<file path="config.mk">
export PLATFORM = sky130hd
export DESIGN_NAME = usb_rx_line_assembler_flat
export DESIGN_NICKNAME = d
export VERILOG_FILES = /design/src/rtl/usb_rx_line_assembler_if.sv /design/src/rtl/usb_rx_line_assembler.sv /design/src/flat_wrapper.sv
export SDC_FILE = /design/constraint.sdc
export NUM_CORES = 1
export LEC_CHECK = 0
export CAP_MARGIN = 20
export CORE_MARGIN = 1
export CORE_UTILIZATION = 50
export CTS_CLUSTER_DIAMETER = 100
export CTS_CLUSTER_SIZE = 14
export DETAILED_ROUTE_END_ITERATION = 8
export HOLD_SLACK_MARGIN = 0.02
export MAX_ROUTING_LAYER = met4
export PLACE_DENSITY = 0.67
export SETUP_SLACK_MARGIN = 0.4
export SYNTH_ARGS = -nofsm -noshare
export SYNTH_HDL_FRONTEND = slang
export SYNTH_SLANG_ARGS = --single-unit
</file>
<file path="constraint.sdc">
create_clock -name CLK -period 3.4 [get_ports CLK]
set_input_delay 0.68 -clock CLK [delete_from_list [all_inputs] [get_ports CLK]]
set_output_delay 0.68 -clock CLK [all_outputs]
set_load 0.01 [all_outputs]
</file>
<file path="src/rtl/usb_rx_line_assembler_if.sv">
// Byte-stream and held-line port bundle between usb_pipeline, the line
// assembler, and the downstream command consumer.
interface usb_rx_line_assembler_if #(
   parameter int MAX_LEN = 16,
   parameter int ADDR_W  = 4
);
   logic [7:0]        usb_rx_data;
   logic              usb_rx_valid;
   logic              usb_rx_ready;
   logic              line_valid;
   logic              line_err;
   logic [ADDR_W:0]   line_len;
   logic [ADDR_W-1:0] line_rd_addr;
   logic [7:0]        line_rd_data;
   logic              line_ack;
   logic [7:0]        line_count;

   modport master (
      output usb_rx_data, usb_rx_valid, line_rd_addr, line_ack,
      input  usb_rx_ready, line_valid, line_err, line_len, line_rd_data, line_count
   );

   modport slave (
      input  usb_rx_data, usb_rx_valid, line_rd_addr, line_ack,
      output usb_rx_ready, line_valid, line_err, line_len, line_rd_data, line_count
   );
endinterface

</file>
<file path="src/rtl/usb_rx_line_assembler.sv">
// Assembles CR-stripped, LF-terminated lines from the USB receive stream and
// holds each one (with backpressure) until the command consumer acks it.
module usb_rx_line_assembler #(
   parameter int MAX_LEN = 16,
   parameter int ADDR_W  = 4
) (
   input logic                   CLK,
   input logic                   RST_N,
   usb_rx_line_assembler_if.slave bus
);
   typedef enum logic [1:0] {S_COLLECT, S_DISCARD, S_HOLD} state_t;

   localparam logic [ADDR_W:0] FULL = (ADDR_W+1)'(MAX_LEN);
   localparam logic [7:0]      LF   = 8'h0A;
   localparam logic [7:0]      CR   = 8'h0D;

   state_t          state, state_nxt;
   logic [ADDR_W:0] cnt, cnt_nxt, len_q, len_nxt;
   logic            rdy_q, rdy_nxt, vld_q, vld_nxt, err_q, err_nxt;
   logic [7:0]      lcnt_q, lcnt_nxt;
   logic            wr_en, xfer, is_lf, is_cr;
   logic [7:0]      mem [MAX_LEN];

   assign xfer  = bus.usb_rx_valid && rdy_q;
   assign is_lf = (bus.usb_rx_data == LF);
   assign is_cr = (bus.usb_rx_data == CR);

   always_ff @(posedge CLK or negedge RST_N) begin
      if (!RST_N) begin
         state  <= S_COLLECT;
         cnt    <= '0;
         len_q  <= '0;
         rdy_q  <= 1'b0;
         vld_q  <= 1'b0;
         err_q  <= 1'b0;
         lcnt_q <= '0;
      end else begin
         state  <= state_nxt;
         cnt    <= cnt_nxt;
         len_q  <= len_nxt;
         rdy_q  <= rdy_nxt;
         vld_q  <= vld_nxt;
         err_q  <= err_nxt;
         lcnt_q <= lcnt_nxt;
      end
   end

   always_comb begin
      state_nxt = state;
      cnt_nxt   = cnt;
      len_nxt   = len_q;
      vld_nxt   = vld_q;
      err_nxt   = err_q;
      lcnt_nxt  = lcnt_q;
      wr_en     = 1'b0;
      case (state)
         S_COLLECT: begin
            if (xfer) begin
               if (is_lf) begin
                  state_nxt = S_HOLD;
                  len_nxt   = cnt;
                  vld_nxt   = 1'b1;
                  lcnt_nxt  = lcnt_q + 8'd1;
               end else if (!is_cr) begin
                  if (cnt == FULL) begin
                     err_nxt   = 1'b1;
                     state_nxt = S_DISCARD;
                  end else begin
                     wr_en   = 1'b1;
                     cnt_nxt = cnt + (ADDR_W+1)'(1);
                  end
               end
            end
         end
         S_DISCARD: begin
            if (xfer && is_lf) begin
               state_nxt = S_HOLD;
               len_nxt   = FULL;
               vld_nxt   = 1'b1;
               lcnt_nxt  = lcnt_q + 8'd1;
            end
         end
         S_HOLD: begin
            if (bus.line_ack) begin
               state_nxt = S_COLLECT;
               cnt_nxt   = '0;
               vld_nxt   = 1'b0;
               err_nxt   = 1'b0;
            end
         end
         default: state_nxt = S_COLLECT;
      endcase
      // Ready is registered from the next state, so it drops on the LF edge
      // and rises on the ack edge with no extra cycle.
      rdy_nxt = (state_nxt != S_HOLD);
   end

   always_ff @(posedge CLK) begin
      if (wr_en) mem[cnt[ADDR_W-1:0]] <= bus.usb_rx_data;
   end

   assign bus.usb_rx_ready = rdy_q;
   assign bus.line_valid   = vld_q;
   assign bus.line_err     = err_q;
   assign bus.line_len     = len_q;
   assign bus.line_count   = lcnt_q;
   assign bus.line_rd_data = mem[bus.line_rd_addr];
endmodule

</file>
<file path="src/flat_wrapper.sv">
// flat-port wrapper written by rule: the top's interface ports become plain ports
module usb_rx_line_assembler_flat 
#(
   parameter int MAX_LEN = 16,
   parameter int ADDR_W  = 4
)
  (CLK, RST_N, bus_usb_rx_data, bus_usb_rx_valid, bus_line_rd_addr, bus_line_ack, bus_usb_rx_ready, bus_line_valid, bus_line_err, bus_line_len, bus_line_rd_data, bus_line_count);
  usb_rx_line_assembler_if #(.MAX_LEN(MAX_LEN), .ADDR_W(ADDR_W)) bus_i ();
  input logic CLK;
  input logic RST_N;
  input wire logic [$bits(bus_i.usb_rx_data)-1:0] bus_usb_rx_data;
  input wire logic [$bits(bus_i.usb_rx_valid)-1:0] bus_usb_rx_valid;
  input wire logic [$bits(bus_i.line_rd_addr)-1:0] bus_line_rd_addr;
  input wire logic [$bits(bus_i.line_ack)-1:0] bus_line_ack;
  output wire logic [$bits(bus_i.usb_rx_ready)-1:0] bus_usb_rx_ready;
  output wire logic [$bits(bus_i.line_valid)-1:0] bus_line_valid;
  output wire logic [$bits(bus_i.line_err)-1:0] bus_line_err;
  output wire logic [$bits(bus_i.line_len)-1:0] bus_line_len;
  output wire logic [$bits(bus_i.line_rd_data)-1:0] bus_line_rd_data;
  output wire logic [$bits(bus_i.line_count)-1:0] bus_line_count;
  assign bus_i.usb_rx_data = bus_usb_rx_data;
  assign bus_i.usb_rx_valid = bus_usb_rx_valid;
  assign bus_i.line_rd_addr = bus_line_rd_addr;
  assign bus_i.line_ack = bus_line_ack;
  assign bus_usb_rx_ready = bus_i.usb_rx_ready;
  assign bus_line_valid = bus_i.line_valid;
  assign bus_line_err = bus_i.line_err;
  assign bus_line_len = bus_i.line_len;
  assign bus_line_rd_data = bus_i.line_rd_data;
  assign bus_line_count = bus_i.line_count;
  usb_rx_line_assembler #(.MAX_LEN(MAX_LEN), .ADDR_W(ADDR_W)) u_core (.CLK(CLK), .RST_N(RST_N), .bus(bus_i));
endmodule
</file>
==> summary.md, run 1 <==
| Metric | Value |
|---|---|
| Post-Synthesis Cell Area | `6130 sq um` |
| Pre-Repair DR Iteration Count | `5` |
| Clk slew on worst S/H paths | `0.06 ns` |
| Crit path launch type | `input pin` |
| Synth warn | `0` |
| Hold Crit Depth | `2` |
| Post-route DRC | `0` |
| Largest family of logic cells by synthesized area | `multiplexers` |
| Post-synth ARST share | `between 10% and 20%` |
| Slew Limit Fails | `0` |
| RePlAce Congestion | `between 0.7 and 0.8` |
| Clk pwr share | `37.8%` |
| H-tree depth | `4` |
| Most common cell after layout, fill and taps aside | `edfxtp_1` |
| Post-layout util | `63.3%` |
| Sequential share of power | `49.6%` |
| Initial antenna violation count | `0` |
| Vias after detailed routing | `3348` |
| Area grow syn2layout | `23.5%` |
| Cells after Synth | `324` |
| DP HPWL | `8.47 mm` |
| Core box area | `12000 sq um` |
| Int Pwr | `0.00347 W` |
| Latest clock arrival within the worst-skew pair | `0.41 ns` |
| Vias per inst | `5.92` |
| Worst Path Class, Setup | `in2out` |
| Tcrit/Tclk final | `a little under nine tenths` |
| Largest net degree at the start of global routing | `24` |
| Ports | `40` |
| DRT iter0 DRCs | `~230` |
| CTS tree | `yes` |
| Die area | `12700 sq um` |
| Setup Skew | `0.00519 ns` |
| PwrDens | `611 nW/um^2` |
| Adder and majority gate portion of the synthesized area | `1.02%` |
| Worst Path Arrival | `~2.2 ns` |
| Compound-Gate Fraction of Synth Area | `3.39%` |
| Crit Path Max Fanout | `8` |
| Die Wd | `about 110 um` |
| Switching part of the total power | `25.1%` |
| Max-capacitance violation count | `0` |
| CTS Sinks | `151` |
| DRT antenna net count | `0` |
| Total GRT Usage | `23.6%` |
| Cts bufs inserted | `17` |
| Total Neg Setup Slack | `0 ns` |
| Highest-count cells in the layout ignoring fill and taps | `edfxtp_1 (128), buf_4 (32), clkdlybuf4s50_1 (29)` |
| Post-Synth XOR/XNOR Area | `around 1.0%` |
| Status | `complete, no violations` |
| Hold Crit Class | `reg2reg` |
| Aggregate routed wire length | `13.3 mm` |
| CTS max path bufs | `2` |
| Flop-to-flop setup slack | `0.65 ns` |
| Clk root buf | `clkbuf_16` |
| R2R Path End | `u_core.mem[1][7]` |
| Final Setup Violations | `0` |
| Post-synthesis simple-gate area fraction | `6.98%` |
| Hold Path End | `u_core.bus.line_len[1]` |
| PortBufs | `39` |
| Seq/Total Area, Yosys | `72.1%` |
| Min-Delay Startpoint | `u_core.bus.line_len[1]` |
| Flop and latch count out of synthesis | `around 150` |
| Ant. Diodes | `0` |
| CTS Hold Bufs | `0` |
| Proportion of synthesized area in mux cells | `between 10 and 15%` |
| First-pass GRT wire length | `20.4 mm` |
| RSZ-0062 raised after global routing | `yes` |
| Num rows | `40` |
| Placement Cell Area | `6830 sq um` |
| Routed WL per cell | `23.4 um` |
| Relative slew margins | `30.3%` |
| Number of synthesized flops with an enable pin | `128` |
| P_leak | `2.78 nW` |
| Average size of a mapped cell | `18.9 sq um` |
| Synth cell types | `42` |
| Data required, critical path | `2.72 ns` |
| Critical R2R Launch | `u_core.cnt[0]` |
| Layout cells sized above 1 | `24.6%` |
| Critical Path Sink Type | `primary output` |
| Min Tclk post-route | `2.90 ns` |
| Vias in the first global route | `3408` |
| Register-to-Register Path Depth | `7` |
| Combinational power share | `12.6%` |
| Syn Nets | `345` |
| GRT Residual Overflow | `0` |
| Primary FF master, synth | `edfxtp_1` |
| Final hold violation count | `0` |
| Final Net Count | `427` |
| Design Area, Final | `7570 sq um` |
| VDD IR max | `365 uV` |
| Tightest Pin Transition | `1.04 ns` |
| Die Span Y | `113 um` |
| F_max | `345 MHz` |
| Switching pwr | `0.00116 W` |
| Starting Density | `51.2%` |
[power by group through the flow]
stage          Clock [W]  Combinational (W)  Sequential [W]
6_report         0.00175           0.000584         0.00230
3_5_place_dp           0           0.000568         0.00233
2_1_floorplan          0           0.000359         0.00227
4_1_cts          0.00176           0.000583         0.00229
3_3_place_gp           0           0.000558         0.00232
5_1_grt          0.00183           0.000637         0.00231
[worst max-delay path by stage]
stage	from	end	slack, ns	depth (start not counted)
2_1_floorplan	bus_line_rd_addr[0]	bus_line_rd_data[4]	0.96	5
3_3_place_gp	bus_line_rd_addr[1]	bus_line_rd_data[4]	0.13	6
3_5_place_dp	bus_usb_rx_data[1]	u_core.mem[1][3]	0.08	7
4_1_cts	bus_line_rd_addr[0]	bus_line_rd_data[3]	0.31	6
5_1_grt	bus_line_rd_addr[0]	bus_line_rd_data[3]	0.39	7
6_report	bus_line_rd_addr[0]	bus_line_rd_data[3]	0.50	7
[synth_stat cells, types with 2 or more instances]
library cell     count  area [sq um]
o31ai_1              2          15.0
edfxtp_1           128          3840
nor2b_1              2          12.5
nand2b_1             3          18.8
nand3_1              8          40.0
mux2_2               2          22.5
clkdlybuf4s25_2      3          30.0
a21o_1               2          15.0
buf_2                4          20.0
nand4_1              6          37.5
xor2_1               3          26.3
clkbuf_1             2          7.51
buf_4                2          15.0
dfrtp_1             23           576
inv_1                5          18.8
and4bb_2             2          25.0
xnor2_1              4          35.0
and3b_1              3          26.3
and2_1               2          12.5
nor2_1              16          60.1
nor3_1               8          40.0
buf_6                3          33.8
mux4_1              14           368
mux4_2              18           405
mux2i_1              3          30.0
a22oi_1             16           120
nand2_1             18          67.6
ha_1                 5          62.6
nor3b_2              2          25.0
nor3b_1              3          22.5
[layer usage]
layer  global-route usage (%)  wire (um)  vias up
met5                        -          0        -
met4                     9.33        204        0
met3                     5.62        687       16
met2                     36.3       6520      127
met1                     30.8       5840     1724
li1                         -          -     1481
[state kept, by name, indices dropped and copies added, names as in the netlist]
register	cells
u_core.state	2
u_core.bus.line_err	1
u_core.bus.line_len	5
u_core.bus.line_valid	1
u_core.bus.line_count	8
u_core.cnt	5
u_core.bus.usb_rx_ready	1
u_core.mem	128
[layout make-up]
type | count | area (sq um)
Timing Repair Buffer | 77 | 786
Clock buffer | 17 | 425
Sequential cell | 151 | 4420
Clock inverter | 15 | 129
Inverter | 5 | 18.8
Fill cell | 848 | 4390
Tap cell | 147 | 184
Multi-Input combinational cell | 154 | 1610
[metrics by stage]
step / std cells / power (W) / hold WS (ns) / setup slack, ns
finish: 566 / 0.00463 / 0.490 / 0.503
global route: 566 / 0.00478 / 0.507 / 0.387
CTS: 561 / 0.00464 / 0.492 / 0.315
detailed placement: 523 / 0.00290 / 0.470 / 0.0776
global placement: 523 / 0.00288 / 0.468 / 0.127
floorplan: 324 / 0.00263 / 0.384 / 0.963
[kinds of logic (layout without fill, tap and decap cells)]
| kind of cell | count (synthesis) | after routing |
|---|---|---|
| AOI/OAI and AO/OA | 27 | 27 |
| buffers and inverters | 19 | 114 |
| and+or+nand+nor | 78 | 78 |
| adders and majority gates | 5 | 5 |
| DFF | 151 | 151 |
| muxes | 37 | 37 |
| xor gates and xnor gates | 7 | 7 |
[worst max-delay path: stages]
cell            delay, ns
buf_4                0.15
buf_12               0.14
buf_4                0.19
mux4_1               0.59
a22oi_2              0.22
nand2_1              0.06
dlymetal6s2s_1       0.17
[what timing repair did]
action / 4_1_cts / 5_1_grt
cloned: 2 / 0
resized for setup: 14 / 8
setup endpoints to repair: 8 / 4
pin swaps: 0 / 0
buffers inserted: 4 / 4
Power figures use the tool's default switching activity.
==> inputs of run 2 (changes only) <==
--- a/config.mk
+++ b/config.mk
@@ -11,9 +11,10 @@
 export CTS_CLUSTER_DIAMETER = 100
 export CTS_CLUSTER_SIZE = 14
 export DETAILED_ROUTE_END_ITERATION = 8
+export GPL_TIMING_DRIVEN = 0
 export HOLD_SLACK_MARGIN = 0.02
 export MAX_ROUTING_LAYER = met4
-export PLACE_DENSITY = 0.67
+export PLACE_DENSITY = 0.8
 export SETUP_SLACK_MARGIN = 0.4
 export SYNTH_ARGS = -nofsm -noshare
 export SYNTH_HDL_FRONTEND = slang
==> summary.md, run 2 (synthesized netlist as in run 1, its figures left out) <==
| Metric | Value |
|---|---|
| Status | `complete, no violations` |
| Slew Limit Fails | `0 (unchanged)` |
| Flop-to-flop setup slack | `0.79 ns (+0.14 ns)` |
| Max-capacitance violation count | `0 (unchanged)` |
| Post-layout util | `62.2% (-1.0 points)` |
| Pre-Repair DR Iteration Count | `4 (-1)` |
| RSZ-0062 raised after global routing | `yes` |
| Routed WL per cell | `22.4 um (-4.2%)` |
| VDD IR max | `423 uV (+16%)` |
| Vias per inst | `5.89 (-0.46%)` |
| Vias after detailed routing | `3215 (-4.0%)` |
| Clk root buf | `clkbuf_16` |
| Total Neg Setup Slack | `0 ns (unchanged)` |
| Final hold violation count | `0 (unchanged)` |
| Post-route DRC | `0 (unchanged)` |
| Inst Count DP | `513 (-1.9%)` |
| First-pass GRT wire length | `19.3 mm (-5.4%)` |
| Starting Density | `51.2% (unchanged)` |
| Latest clock arrival within the worst-skew pair | `0.42 ns (about the same)` |
| Clk slew on worst S/H paths | `0.06 ns (about the same)` |
| Design Area, Final | `7440 sq um (-1.6%)` |
| GRT Residual Overflow | `0 (unchanged)` |
| Crit path launch type | `input pin` |
| Post-Layout Cell Count | `546 (-3.5%)` |
| Crit Path Max Fanout | `17 (+9)` |
| Placement Cell Area | `6710 sq um (-1.7%)` |
| Die Wd | `113 um (unchanged)` |
| Tightest Pin Transition | `0.983 ns (-0.0588 ns)` |
| F_max | `338 MHz (-2.2%)` |
| Setup Skew | `0.00771 ns (+0.00252 ns)` |
| Die area | `12700 sq um (unchanged)` |
| Initial antenna violation count | `0 (unchanged)` |
| Layout cells sized above 1 | `24.6% (about the same)` |
| Vias in the first global route | `3399 (-0.26%)` |
| PwrDens | `631 nW/um^2 (+3.2%)` |
| Tcrit/Tclk final | `87.1% (+1.9 points)` |
| CTS Sinks | `151 (unchanged)` |
| Area grow syn2layout | `21.5%` |
| Final Setup Violations | `0 (unchanged)` |
| DRT antenna net count | `0 (unchanged)` |
| CTS tree | `yes` |
| Cts bufs inserted | `17 (unchanged)` |
| Largest net degree at the start of global routing | `24 (unchanged)` |
| Highest-count cells in the layout ignoring fill and taps | `edfxtp_1 (128), clkdlybuf4s50_1 (23), dfrtp_1 (23)` |
| Tot Pwr | `0.00470 W (+1.5%)` |
| PortBufs | `38 (-2.6%)` |
| Ports | `40 (unchanged)` |
| Most common cell after layout, fill and taps aside | `edfxtp_1` |
| Num rows | `40 (unchanged)` |
| # fillers | `834 (-1.7%)` |
| Die Span Y | `113 um (unchanged)` |
| Aggregate routed wire length | `12.2 mm (-7.6%)` |
| Data required, critical path | `3.51 ns (+0.79 ns)` |
| DP HPWL | `8.11 mm (-4.2%)` |
| Ant. Diodes | `0 (unchanged)` |
| Worst Path Arrival | `3.07 ns (+0.85 ns)` |
| Largest register FFs | `128 (unchanged)` |
| DRT iter0 DRCs | `240 (+3.4%)` |
| Min Tclk post-route | `2.96 ns (+0.0654 ns)` |
| P_leak | `2.68 nW (-3.5%)` |
| Final Net Count | `407 (-4.7%)` |
| Hold Crit Class | `reg2reg` |
| RePlAce Congestion | `0.739 (-7.4%)` |
| Total GRT Usage | `21.9% (-1.7 points)` |
| Post-CTS Setup Inserts | `0 (-4)` |
| H-tree depth | `4 (unchanged)` |
| Relative slew margins | `34.4% (+4.0 points)` |
| Worst Path Class, Setup | `in2reg` |
| CTS max path bufs | `2 (unchanged)` |
| Core box area | `12000 sq um (unchanged)` |
| Critical Path Sink Type | `register` |
-- run 2: per-layer routing --
metal  up-vias  GRT usage [%]  share of wire [%]
li1       1448              -                  -
met4         0           7.56                1.6
met2       109           35.5                 52
met5         -              -                  0
met1      1642           27.4                 40
met3        16           5.03                6.7
-- run 2: cell type report --
type	count	area (sq um)	share of cell area (%)
Buffer	14	155	2.08
Clock buffer	17	425	5.71
Clock inverter	15	154	2.07
Inverter	5	18.8	0.252
Multi-Input combinational cell	154	1660	22.3
Sequential cell	151	4420	59.4
Tap cell	147	184	2.47
Timing Repair Buffer	43	428	5.75
-- run 2: final timing paths --
| kind | startpoint | to | cells past startpoint |
|---|---|---|---|
| min in group asynchronous | RST_N | u_core.bus.usb_rx_ready | 1 |
| setup reg to reg | u_core.cnt[1] | u_core.mem[0][3] | 7 |
| hold reg to reg | u_core.bus.line_count[7] | u_core.bus.line_count[7] | 1 |
| max in group asynchronous | RST_N | u_core.cnt[1] | 2 |
| setup / recovery | bus_usb_rx_data[3] | u_core.mem[0][3] | 6 |
| hold / removal | u_core.bus.line_count[7] | u_core.bus.line_count[7] | 1 |
-- run 2: critical path: stages --
cell and delay, ns:
clkdlybuf4s50_1 0.73, nor3b_2 0.36, o211ai_2 0.21, nand3_1 0.26, nor3_1 0.50, buf_2 0.32
-- run 2: per-stage QoR --
step / worst slack [ns] / hold WS [ns]
2_1_floorplan: 0.963 / 0.384
3_3_place_gp: -0.485 / 0.460
3_5_place_dp: -0.525 / 0.464
4_1_cts: 0.324 / 0.477
5_1_grt: 0.349 / 0.494
6_report: 0.438 / 0.472
-- run 2: timing repair --
item / in CTS / in global routing
setup endpoints to repair: 132 / 97
hold buffers: 0 / 0
pin swaps: 0 / 0
gates resized for setup: 46 / 20
-- run 2: power breakdown --
part / switching [W] / internal, W / leakage [nW]
clock: 0.000734 / 0.00108 / 0.265
sequential: 0.0000645 / 0.00219 / 1.45
combinational: 0.000378 / 0.000253 / 0.961
==> inputs of run 3 (changes only) <==
--- a/config.mk
+++ b/config.mk
@@ -8,13 +8,12 @@
 export CAP_MARGIN = 20
 export CORE_MARGIN = 1
 export CORE_UTILIZATION = 50
-export CTS_CLUSTER_DIAMETER = 100
 export CTS_CLUSTER_SIZE = 14
 export DETAILED_ROUTE_END_ITERATION = 8
 export GPL_TIMING_DRIVEN = 0
 export HOLD_SLACK_MARGIN = 0.02
 export MAX_ROUTING_LAYER = met4
-export PLACE_DENSITY = 0.8
+export PLACE_DENSITY = 0.69
 export SETUP_SLACK_MARGIN = 0.4
 export SYNTH_ARGS = -nofsm -noshare
 export SYNTH_HDL_FRONTEND = slang
==> summary.md, run 3 (synthesized netlist as in run 1, its figures left out) <==
| Metric | Value |
|---|---|
| Clk slew on worst S/H paths | `0.06 ns (about the same)` |
| Tightest Pin Transition | `0.931 ns (-0.0517 ns)` |
| Area of the multi-input gates | `1680 sq um (+1.3%)` |
| Worst Path Arrival | `2.91 ns (-0.16 ns)` |
| GRT Residual Overflow | `0 (unchanged)` |
| Clk pwr share | `34.8% (-3.8 points)` |
| # fillers | `872 (+4.6%)` |
| First-pass GRT wire length | `18.4 mm (-4.4%)` |
| Largest register FFs | `128 (unchanged)` |
| Relative slew margins | `37.8% (+3.5 points)` |
| Vias per inst | `5.85 (-0.64%)` |
| Pre-Repair DR Iteration Count | `4 (unchanged)` |
| CTS max path bufs | `2 (unchanged)` |
| Hold Crit Class | `reg2reg` |
| Int Pwr | `0.00335 W (-4.9%)` |
| CTS Hold Bufs | `0 (unchanged)` |
| Aggregate routed wire length | `11.9 mm (-2.7%)` |
| Highest-count cells in the layout ignoring fill and taps | `edfxtp_1 (128), dfrtp_1 (23), clkdlybuf4s50_1 (22)` |
| Tcrit/Tclk final | `84.4% (-2.7 points)` |
| Num rows | `40 (unchanged)` |
| Kind of cell with the highest combined delay on the critical path | `simple AND/OR/NAND/NOR gates` |
| Final Setup Violations | `0 (unchanged)` |
| Setup Skew | `0.00565 ns (-0.00206 ns)` |
| Most common cell after layout, fill and taps aside | `edfxtp_1` |
| P_leak | `2.67 nW (-0.50%)` |
| Largest net degree at the start of global routing | `24 (unchanged)` |
| CTS tree | `yes` |
| Vias after detailed routing | `3177 (-1.2%)` |
| DRT iter0 DRCs | `216 (-10%)` |
| Worst path bufs/invs | `1 (-1)` |
| Worst Path Class, Setup | `in2reg` |
| Vias in the first global route | `3242 (-4.6%)` |
| Critical-path top delay cell | `dlygate4sd2_1` |
| Switching part of the total power | `24.9% (-0.18 points)` |
| Core box area | `12000 sq um (unchanged)` |
| Critical Path Sink Type | `register` |
| Register area | `4420 sq um (unchanged)` |
| Critical Path Max Stage Delay | `0.66 ns (-0.07 ns)` |
| Design Area, Final | `7360 sq um (-1.2%)` |
| Starting Density | `51.2% (unchanged)` |
| Die area | `12700 sq um (unchanged)` |
| Cts bufs inserted | `17 (unchanged)` |
| Routed WL per cell | `21.9 um (-2.2%)` |
| Crit Path Max Fanout | `18 (+1)` |
| Post-route DRC | `0 (unchanged)` |
| Switching pwr | `0.00111 W (-5.8%)` |
| Combinational power share | `14.7% (+1.3 points)` |
| Placement Cell Area | `6720 sq um (+0.15%)` |
| Slew Limit Fails | `0 (unchanged)` |
| DP HPWL | `7.66 mm (-5.6%)` |
| Final hold violation count | `0 (unchanged)` |
| Ports | `40 (unchanged)` |
| Status | `complete, no violations` |
| Tot Pwr | `0.00446 W (-5.1%)` |
| H-tree depth | `4 (unchanged)` |
| Latest clock arrival within the worst-skew pair | `0.41 ns (about the same)` |
| Ant. Diodes | `0 (unchanged)` |
| Final Net Count | `407 (unchanged)` |
| Layout cells sized above 1 | `23.5% (-1.1 points)` |
| Data required, critical path | `3.44 ns (-0.07 ns)` |
| Total GRT Usage | `21.0% (-0.92 points)` |
| Clk root buf | `clkbuf_16` |
| RePlAce Congestion | `0.706 (-4.5%)` |
| Worst-path cell chain | `dlygate4sd2_1 > and3b_1 > o211ai_2 > nand3_1 > nor2_2` |
| RSZ-0062 raised after global routing | `no` |
| Crit path launch type | `input pin` |
| Die Wd | `113 um (unchanged)` |
| Initial antenna violation count | `0 (unchanged)` |
| Die Span Y | `113 um (unchanged)` |
| PwrDens | `606 nW/um^2 (-4.0%)` |
| PortBufs | `38 (unchanged)` |
| Max-capacitance violation count | `0 (unchanged)` |
| Sequential share of power | `50.5% (+2.5 points)` |
| Min Tclk post-route | `2.87 ns (-0.0927 ns)` |
| Area grow syn2layout | `20.0%` |
| CTS Sinks | `151 (unchanged)` |
| VDD IR max | `275 uV (-35%)` |
| F_max | `349 MHz (+3.2%)` |
| DRT antenna net count | `0 (unchanged)` |
==> run 3: power by group through the flow <==
stage               clock network [W]  logic, W  registers (W)
global placement                    0  0.000580        0.00228
detailed placement                  0  0.000600        0.00229
finish                        0.00155  0.000653        0.00225
floorplan                           0  0.000359        0.00227
global route                  0.00165  0.000702        0.00227
CTS                           0.00158  0.000652        0.00225
==> run 3: path summary, 6_finish.rpt <==
| path | startpoint | endpoint | slack (ns) | cells after the start |
|---|---|---|---|---|
| setup / recovery | bus_usb_rx_data[1] | u_core.mem[11][2] | 0.53 | 5 |
| hold / removal | u_core.bus.line_count[7] | u_core.bus.line_count[7] | 0.47 | 1 |
| setup reg to reg | u_core.cnt[0] | u_core.mem[11][2] | 0.87 | 6 |
| hold reg to reg | u_core.bus.line_count[7] | u_core.bus.line_count[7] | 0.47 | 1 |
| max in group asynchronous | RST_N | u_core.cnt[1] | 2.49 | 2 |
| min in group asynchronous | RST_N | u_core.bus.line_count[6] | 0.49 | 1 |
==> run 3: worst reg2reg max path, delay by kind of cell (launching register included) <==
kind | cells | cell delay, ns
adders and majority gates | 1 | 0.23
buffers and inverters | 1 | 0.11
DFF | 1 | 0.41
and+or+nand+nor | 4 | 1.41
==> run 3: what timing repair did <==
action                     CTS  global route
setup endpoints to repair  128            37
hold endpoints to repair     0             0
resized for setup           53            12
pin swaps                    3             2
setup buffers                0             0
==> run 3: area by class of cell <==
class,instances,share of cell area (%)
sequential,151,60.1
timing repair buffer,43,5.95
buffer,14,1.90
tap,147,2.50
multi-input combinational,154,22.9
clock buffer,21,5.99
inverter,5,0.255
clock inverter,8,0.493
==> run 3: metrics by stage <==
step                      utilization (%)  hold WS, ns  setup WS, ns  TNS (ns)  cells
after floorplan                         -        0.384         0.963         0    324
after global placement               56.0        0.460        -0.588    -28.71    509
after detailed placement             56.2        0.465        -0.471    -27.56    513
after CTS                            61.2        0.472         0.299         0    542
after global routing                 61.5        0.478         0.431         0    543
final                                61.5        0.471         0.531         0    543
==> run 3: routing by layer <==
layer	GRT usage, %	vias up	routed length [um]
met4	9.16	0	239
met1	27.8	1633	5350
li1	-	1435	-
met2	31.8	92	5760
met3	4.39	17	574
met5	-	-	0
